$ cat config.mk
export PLATFORM = sky130hd
export DESIGN_NAME = i2c_byte_sequencer
export DESIGN_NICKNAME = d
export VERILOG_FILES = /design/src/rtl/i2c_byte_sequencer.sv
export SDC_FILE = /design/constraint.sdc
export NUM_CORES = 1
export LEC_CHECK = 0
export ABC_AREA = 1
export ABC_CLOCK_PERIOD_IN_PS = 1700
export CORE_ASPECT_RATIO = 0.9
export CORE_UTILIZATION = 55
export DETAILED_ROUTE_END_ITERATION = 16
export DONT_BUFFER_PORTS = 1
export GPL_ROUTABILITY_DRIVEN = 0
export HOLD_SLACK_MARGIN = 0.06
export PLACE_DENSITY = 0.7
export RECOVER_POWER = 50
export SKIP_CTS_REPAIR_TIMING = 1
export SYNTH_ARGS = -nofsm -noshare
export SYNTH_HDL_FRONTEND = slang
export SYNTH_SLANG_ARGS = --single-unit
$ cat constraint.sdc
create_clock -name wb_clk_i -period 1.7 [get_ports wb_clk_i]
set_input_delay 0.085 -clock wb_clk_i [delete_from_list [all_inputs] [get_ports wb_clk_i]]
set_output_delay 0.085 -clock wb_clk_i [all_outputs]
set_load 0.02 [all_outputs]
$ cat src/rtl/i2c_byte_sequencer.sv
// i2c_byte_sequencer
// Byte-level command sequencer between the I2C master register block and the
// bit controller. Expands START/STOP/READ/WRITE(+ACK) byte commands into a
// back-to-back stream of single-bit commands and reports completion.
//
// Ports
//   wb_clk_i, wb_rst_ni           clock, synchronous active-low reset
//   ena_i                         core enable
//   start_i/stop_i/read_i/write_i byte command bits (held until cmd_ack_o)
//   ack_in_i                      ACK bit to send after a read (1 = NACK)
//   din_i                         byte to transmit
//   cmd_ack_o                     one-cycle pulse, byte command complete
//   ack_out_o                     ACK sampled from slave in the last ACK slot
//   dout_o                        received byte
//   al_o                          one-cycle pulse, arbitration lost
//   bit_cmd_o, bit_din_o          bit command to the bit controller
//   bit_ack_i, bit_dout_i         bit command done / sampled SDA bit
//   bit_al_i                      arbitration lost from the bit controller
module i2c_byte_sequencer #(
  parameter int DW = 8
) (
  input  logic          wb_clk_i,
  input  logic          wb_rst_ni,
  input  logic          ena_i,
  input  logic          start_i,
  input  logic          stop_i,
  input  logic          read_i,
  input  logic          write_i,
  input  logic          ack_in_i,
  input  logic [DW-1:0] din_i,
  output logic          cmd_ack_o,
  output logic          ack_out_o,
  output logic [DW-1:0] dout_o,
  output logic          al_o,
  output logic [3:0]    bit_cmd_o,
  output logic          bit_din_o,
  input  logic          bit_ack_i,
  input  logic          bit_dout_i,
  input  logic          bit_al_i
);

  localparam int CW = (DW > 1) ? $clog2(DW) : 1;

  localparam logic [3:0] CMD_NOP   = 4'd0;
  localparam logic [3:0] CMD_START = 4'd1;
  localparam logic [3:0] CMD_STOP  = 4'd2;
  localparam logic [3:0] CMD_WRITE = 4'd4;
  localparam logic [3:0] CMD_READ  = 4'd8;

  typedef enum logic [2:0] {
    ST_IDLE  = 3'd0,
    ST_START = 3'd1,
    ST_WRITE = 3'd2,
    ST_READ  = 3'd3,
    ST_ACK   = 3'd4,
    ST_STOP  = 3'd5
  } state_t;

  state_t          state_q, state_d;
  logic [DW-1:0]   shreg_q, shreg_d;
  logic [CW-1:0]   cnt_q, cnt_d;
  logic [3:0]      bit_cmd_q, bit_cmd_d;
  logic            bit_din_q, bit_din_d;
  logic            cmd_ack_q, cmd_ack_d;
  logic            ack_out_q, ack_out_d;
  logic [DW-1:0]   dout_q, dout_d;
  logic            al_q, al_d;
  // Remembers whether the current byte was a read, so ACK completion knows
  // whether to publish the shift register to dout_o.
  logic            rd_q, rd_d;
  logic            go_s;
  logic            cnt_zero_s;

  // Command bits stay high until cmd_ack_o; masking with cmd_ack_q stops a
  // relaunch in the completion cycle.
  assign go_s       = ena_i & (start_i | stop_i | read_i | write_i) & ~cmd_ack_q;
  assign cnt_zero_s = (cnt_q == {CW{1'b0}});

  // State and datapath register with synchronous active-low reset.
  always_ff @(posedge wb_clk_i) begin
    if (!wb_rst_ni) begin
      state_q   <= ST_IDLE;
      shreg_q   <= {DW{1'b0}};
      cnt_q     <= {CW{1'b0}};
      bit_cmd_q <= CMD_NOP;
      bit_din_q <= 1'b0;
      cmd_ack_q <= 1'b0;
      ack_out_q <= 1'b0;
      dout_q    <= {DW{1'b0}};
      al_q      <= 1'b0;
      rd_q      <= 1'b0;
    end else begin
      state_q   <= state_d;
      shreg_q   <= shreg_d;
      cnt_q     <= cnt_d;
      bit_cmd_q <= bit_cmd_d;
      bit_din_q <= bit_din_d;
      cmd_ack_q <= cmd_ack_d;
      ack_out_q <= ack_out_d;
      dout_q    <= dout_d;
      al_q      <= al_d;
      rd_q      <= rd_d;
    end
  end

  // Next-state logic; arbitration loss and disable abort to IDLE first.
  always_comb begin
    state_d = state_q;
    if (bit_al_i) begin
      state_d = ST_IDLE;
    end else if (!ena_i) begin
      state_d = ST_IDLE;
    end else begin
      case (state_q)
        ST_IDLE: begin
          if (go_s) begin
            if (start_i)      state_d = ST_START;
            else if (read_i)  state_d = ST_READ;
            else if (write_i) state_d = ST_WRITE;
            else              state_d = ST_STOP;
          end else begin
            state_d = ST_IDLE;
          end
        end
        ST_START: begin
          if (bit_ack_i) begin
            if (read_i)       state_d = ST_READ;
            else if (write_i) state_d = ST_WRITE;
            else              state_d = ST_IDLE;
          end else begin
            state_d = ST_START;
          end
        end
        ST_WRITE, ST_READ: begin
          if (bit_ack_i && cnt_zero_s) state_d = ST_ACK;
          else                         state_d = state_q;
        end
        ST_ACK: begin
          if (bit_ack_i) state_d = stop_i ? ST_STOP : ST_IDLE;
          else           state_d = ST_ACK;
        end
        ST_STOP: begin
          if (bit_ack_i) state_d = ST_IDLE;
          else           state_d = ST_STOP;
        end
        default: state_d = ST_IDLE;
      endcase
    end
  end

  // Output and datapath logic; the next bit command is issued on the same
  // edge that consumes bit_ack_i so bit commands run back-to-back.
  always_comb begin
    shreg_d   = shreg_q;
    cnt_d     = cnt_q;
    bit_cmd_d = bit_cmd_q;
    bit_din_d = bit_din_q;
    cmd_ack_d = 1'b0;
    ack_out_d = ack_out_q;
    dout_d    = dout_q;
    al_d      = 1'b0;
    rd_d      = rd_q;
    if (bit_al_i) begin
      // Counter and shift register are left as-is; the next launch reloads them.
      al_d      = 1'b1;
      bit_cmd_d = CMD_NOP;
    end else if (!ena_i) begin
      bit_cmd_d = CMD_NOP;
    end else begin
      case (state_q)
        ST_IDLE: begin
          if (go_s) begin
            shreg_d   = din_i;
            cnt_d     = CW'(DW - 1);
            bit_din_d = din_i[DW-1];
            rd_d      = read_i & ~start_i;
            if (start_i)      bit_cmd_d = CMD_START;
            else if (read_i)  bit_cmd_d = CMD_READ;
            else if (write_i) bit_cmd_d = CMD_WRITE;
            else              bit_cmd_d = CMD_STOP;
          end else begin
            bit_cmd_d = CMD_NOP;
          end
        end
        ST_START: begin
          if (bit_ack_i) begin
            if (read_i) begin
              bit_cmd_d = CMD_READ;
              rd_d      = 1'b1;
            end else if (write_i) begin
              bit_cmd_d = CMD_WRITE;
              rd_d      = 1'b0;
            end else begin
              bit_cmd_d = CMD_NOP;
              cmd_ack_d = 1'b1;
            end
          end else begin
            bit_cmd_d = CMD_START;
          end
        end
        ST_WRITE: begin
          if (bit_ack_i) begin
            shreg_d   = {shreg_q[DW-2:0], 1'b0};
            bit_din_d = shreg_q[DW-2];
            if (cnt_zero_s) begin
              bit_cmd_d = CMD_READ;        // sample the slave ACK
            end else begin
              cnt_d = cnt_q - CW'(1);
            end
          end else begin
            bit_cmd_d = CMD_WRITE;
          end
        end
        ST_READ: begin
          if (bit_ack_i) begin
            shreg_d = {shreg_q[DW-2:0], bit_dout_i};
            if (cnt_zero_s) begin
              bit_cmd_d = CMD_WRITE;       // drive our ACK/NACK
              bit_din_d = ack_in_i;
            end else begin
              cnt_d = cnt_q - CW'(1);
            end
          end else begin
            bit_cmd_d = CMD_READ;
          end
        end
        ST_ACK: begin
          if (bit_ack_i) begin
            ack_out_d = bit_dout_i;
            if (rd_q) dout_d = shreg_q;
            else      dout_d = dout_q;
            if (stop_i) begin
              bit_cmd_d = CMD_STOP;
            end else begin
              bit_cmd_d = CMD_NOP;
              cmd_ack_d = 1'b1;
            end
          end else begin
            bit_cmd_d = bit_cmd_q;
          end
        end
        ST_STOP: begin
          if (bit_ack_i) begin
            bit_cmd_d = CMD_NOP;
            cmd_ack_d = 1'b1;
          end else begin
            bit_cmd_d = CMD_STOP;
          end
        end
        default: bit_cmd_d = CMD_NOP;
      endcase
    end
  end

  assign cmd_ack_o = cmd_ack_q;
  assign ack_out_o = ack_out_q;
  assign dout_o    = dout_q;
  assign al_o      = al_q;
  assign bit_cmd_o = bit_cmd_q;
  assign bit_din_o = bit_din_q;

endmodule

==> flow_summary.toml <==
[critical_path]
cp-end-kind = "register"
critPathKind = "input port to register"
cp_common_cell = "inv_1"
required_ns = 1.96
worstPathArrival_ns = 1.88
cp_cell_sequence = "dlygate4sd3_1 -> inv_1 -> nor2_1 -> buf_4 -> inv_1 -> nor3_1"
worst-path-buf-inv = 4
start_kind = "input port"
path_depth = 6
worst_path_max_delay_cell = "dlygate4sd3_1"
crit_family = "buffers and inverters"
r2r_cells = 7
cp_max_fo = 20
cpPeakStageDelay_ns = 0.97

[detailed_routing]
ant_nets = 0
wl_per_cell_um = 11.8
drt_iter0_drc = 74
routed_via_density = 4.99
first_pass_iters = 4
routed_wirelength_um = 3740
remaining_drc_errors = 0
dr_total_vias = 1587

[floorplan]
start_util = 0.596
die_y_um = 54.4
core_area_um2 = 2820
die_area_um2 = 3280
fp-row-count = 18
pin_count = 35
die_w_um = 60.2

[timing]
tightest_slew_ns = 0.678
relSlewSlack = 0.546
finalSetupViolCount = 0
slew_viol_final = 0
post-route-period-util = 0.956
fmax_mhz = 615
hold_viol = 0
fin_crit_ns = 1.63
holdWs_ns = 0.0125
skew_ns = 0.00745

[clocking]
cts_num_sinks = 31
cts_tree = "done"
worst_skew_pair.late_latency_ns = 0.33
cts_root_buffer = "clkbuf_4"
clockBufferDepth = 2
cts_buffers = 5
clk_pin_slew_worst_paths_ns = 0.09
htree_num_levels = 2

[placement]
port_buffers = 0
dp_hpwl_um = 2690
dpl.cell_count = 298

[logic_synthesis]
synthMuxAreaShare = 0
synth_xor_area_frac = 0
synthTopCellsByArea = "dfxtp_1 37%, nand2_1 15%, nor2_1 11%"
synth_top_family_by_area = "simple AND/OR/NAND/NOR gates"
yosysWarningCount = 0
synthAdderAreaFrac = 0.0149
ys_types = 30
syn_nets = 281
synth.avg_cell_area_um2 = 6.46
synth_compound_area_frac = 0.125
syn-cell-area_um2 = 1680
synth-simple-area-share = 0.387
synth_top_area_frac = 0.370
ys_ff_latch = 31
yosysSeqAreaShare = 0.370
synth_top_area_cell = "dfxtp_1"
synthCells = 260

[global_route]
grt_pass1_vias = 1322
grt_pass1_wl_um = 5720
grt_overflow_total = 0
antenna_found_initial = 0
grt_max_degree = 22
grtUsageTotal = 0.241

[worst_hold_path]
hold_depth = 4
hp-class = "input port to register"

[pwr]
p_leak_nw = 0.870
vdd_drop_max_v = 0.000436
p_per_area_nw_per_um2 = 726

[run]
cap_violations = 0

[layout]
instances_no_fill = 318
drive_gt1_frac = 0.0971
final_common_cell = "nand2_1"
n_antenna_cell = 0
syn2layout_area_growth_pct = 11.8
nets = 298
mostFrequentLayoutCells = "68 x nand2_1, 50 x nor2_1, 30 x dfxtp_1"

[outcome]
outcome = "complete, no violations"
==> path summary, 6_finish.rpt <==
kind,start,to,slack [ns]
setup reg to reg,cmd_ack_o,shreg_q[3],0.20
setup / recovery,wb_rst_ni,cmd_ack_o,0.07
hold reg to reg,cnt_q[2],cnt_q[2],0.47
hold / removal,din_i[2],shreg_q[2],0.01
==> tightest hold or removal path, delay by kind of cell <==
family / cells / cell delay [ns]
compound gates: 1 / 0.06
simple gates: 3 / 0.16
==> area by class of cell <==
class	count	area, um2
fill	271	938
sequential	31	622
clock inverter	1	5.00
multi-input combinational	189	877
tap	40	50.0
clock buffer	7	45.0
timing repair buffer	16	150
inverter	34	128
==> metrics by stage <==
stage / cell area (um2) / util / setup TNS (ns) / power, mW / setup WS (ns)
5_1_grt: 1880 / 0.667 / -0.00892 / 1.43 / -0.00892
3_5_place_dp: 1710 / 0.608 / 0 / 0.943 / 0.124
2_1_floorplan: 1680 / - / 0 / 0.924 / 0.324
4_1_cts: 1760 / 0.626 / 0 / 1.34 / 0.117
6_report: 1880 / 0.667 / 0 / 1.36 / 0.0744
3_3_place_gp: 1710 / 0.608 / 0 / 0.943 / 0.130
==> routing by layer <==
| metal | global-route usage | wire [um] | vias to the layer above |
|---|---|---|---|
| li1 | - | - | 859 |
| met1 | 0.346 | 1980 | 686 |
| met2 | 0.339 | 1510 | 36 |
| met3 | 0.0638 | 203 | 6 |
| met4 | 0.0930 | 51 | 0 |
| met5 | 0 | 0 | - |
==> registers in the layout, indices dropped and copies added (netlist names) <==
signal and cells:
bit_din_o 1, cmd_ack_o 1, al_o 1, cnt_q 3, shreg_q 8, state_q 3, bit_cmd_o 4, rd_q 1
dout_o 8, ack_out_o 1
==> cell usage after synthesis (all sizes together) <==
cell type / number
nor2: 52
or2: 1
a22oi: 1
clkbuf: 1
inv: 34
nand4: 6
buf: 5
o21ai: 26
nor3: 9
a31oi: 1
o211ai: 1
dfxtp: 31
ha: 2
nand3: 8
nand2: 71
a21oi: 11
==> cells by family after synthesis <==
family	after synthesis
AND/OR/NAND/NOR	147
AO/OA/AOI/OAI	40
buffers and inverters	40
flip-flops	31
adder cells (fa/ha/maj)	2
==> power by group <==
group / switching (mW) / internal [mW]
combinational: 0.118 / 0.0738
sequential: 0.0160 / 0.749
clock: 0.245 / 0.161
total: 0.379 / 0.983
Note: power is estimated with default switching activity, not from simulation.
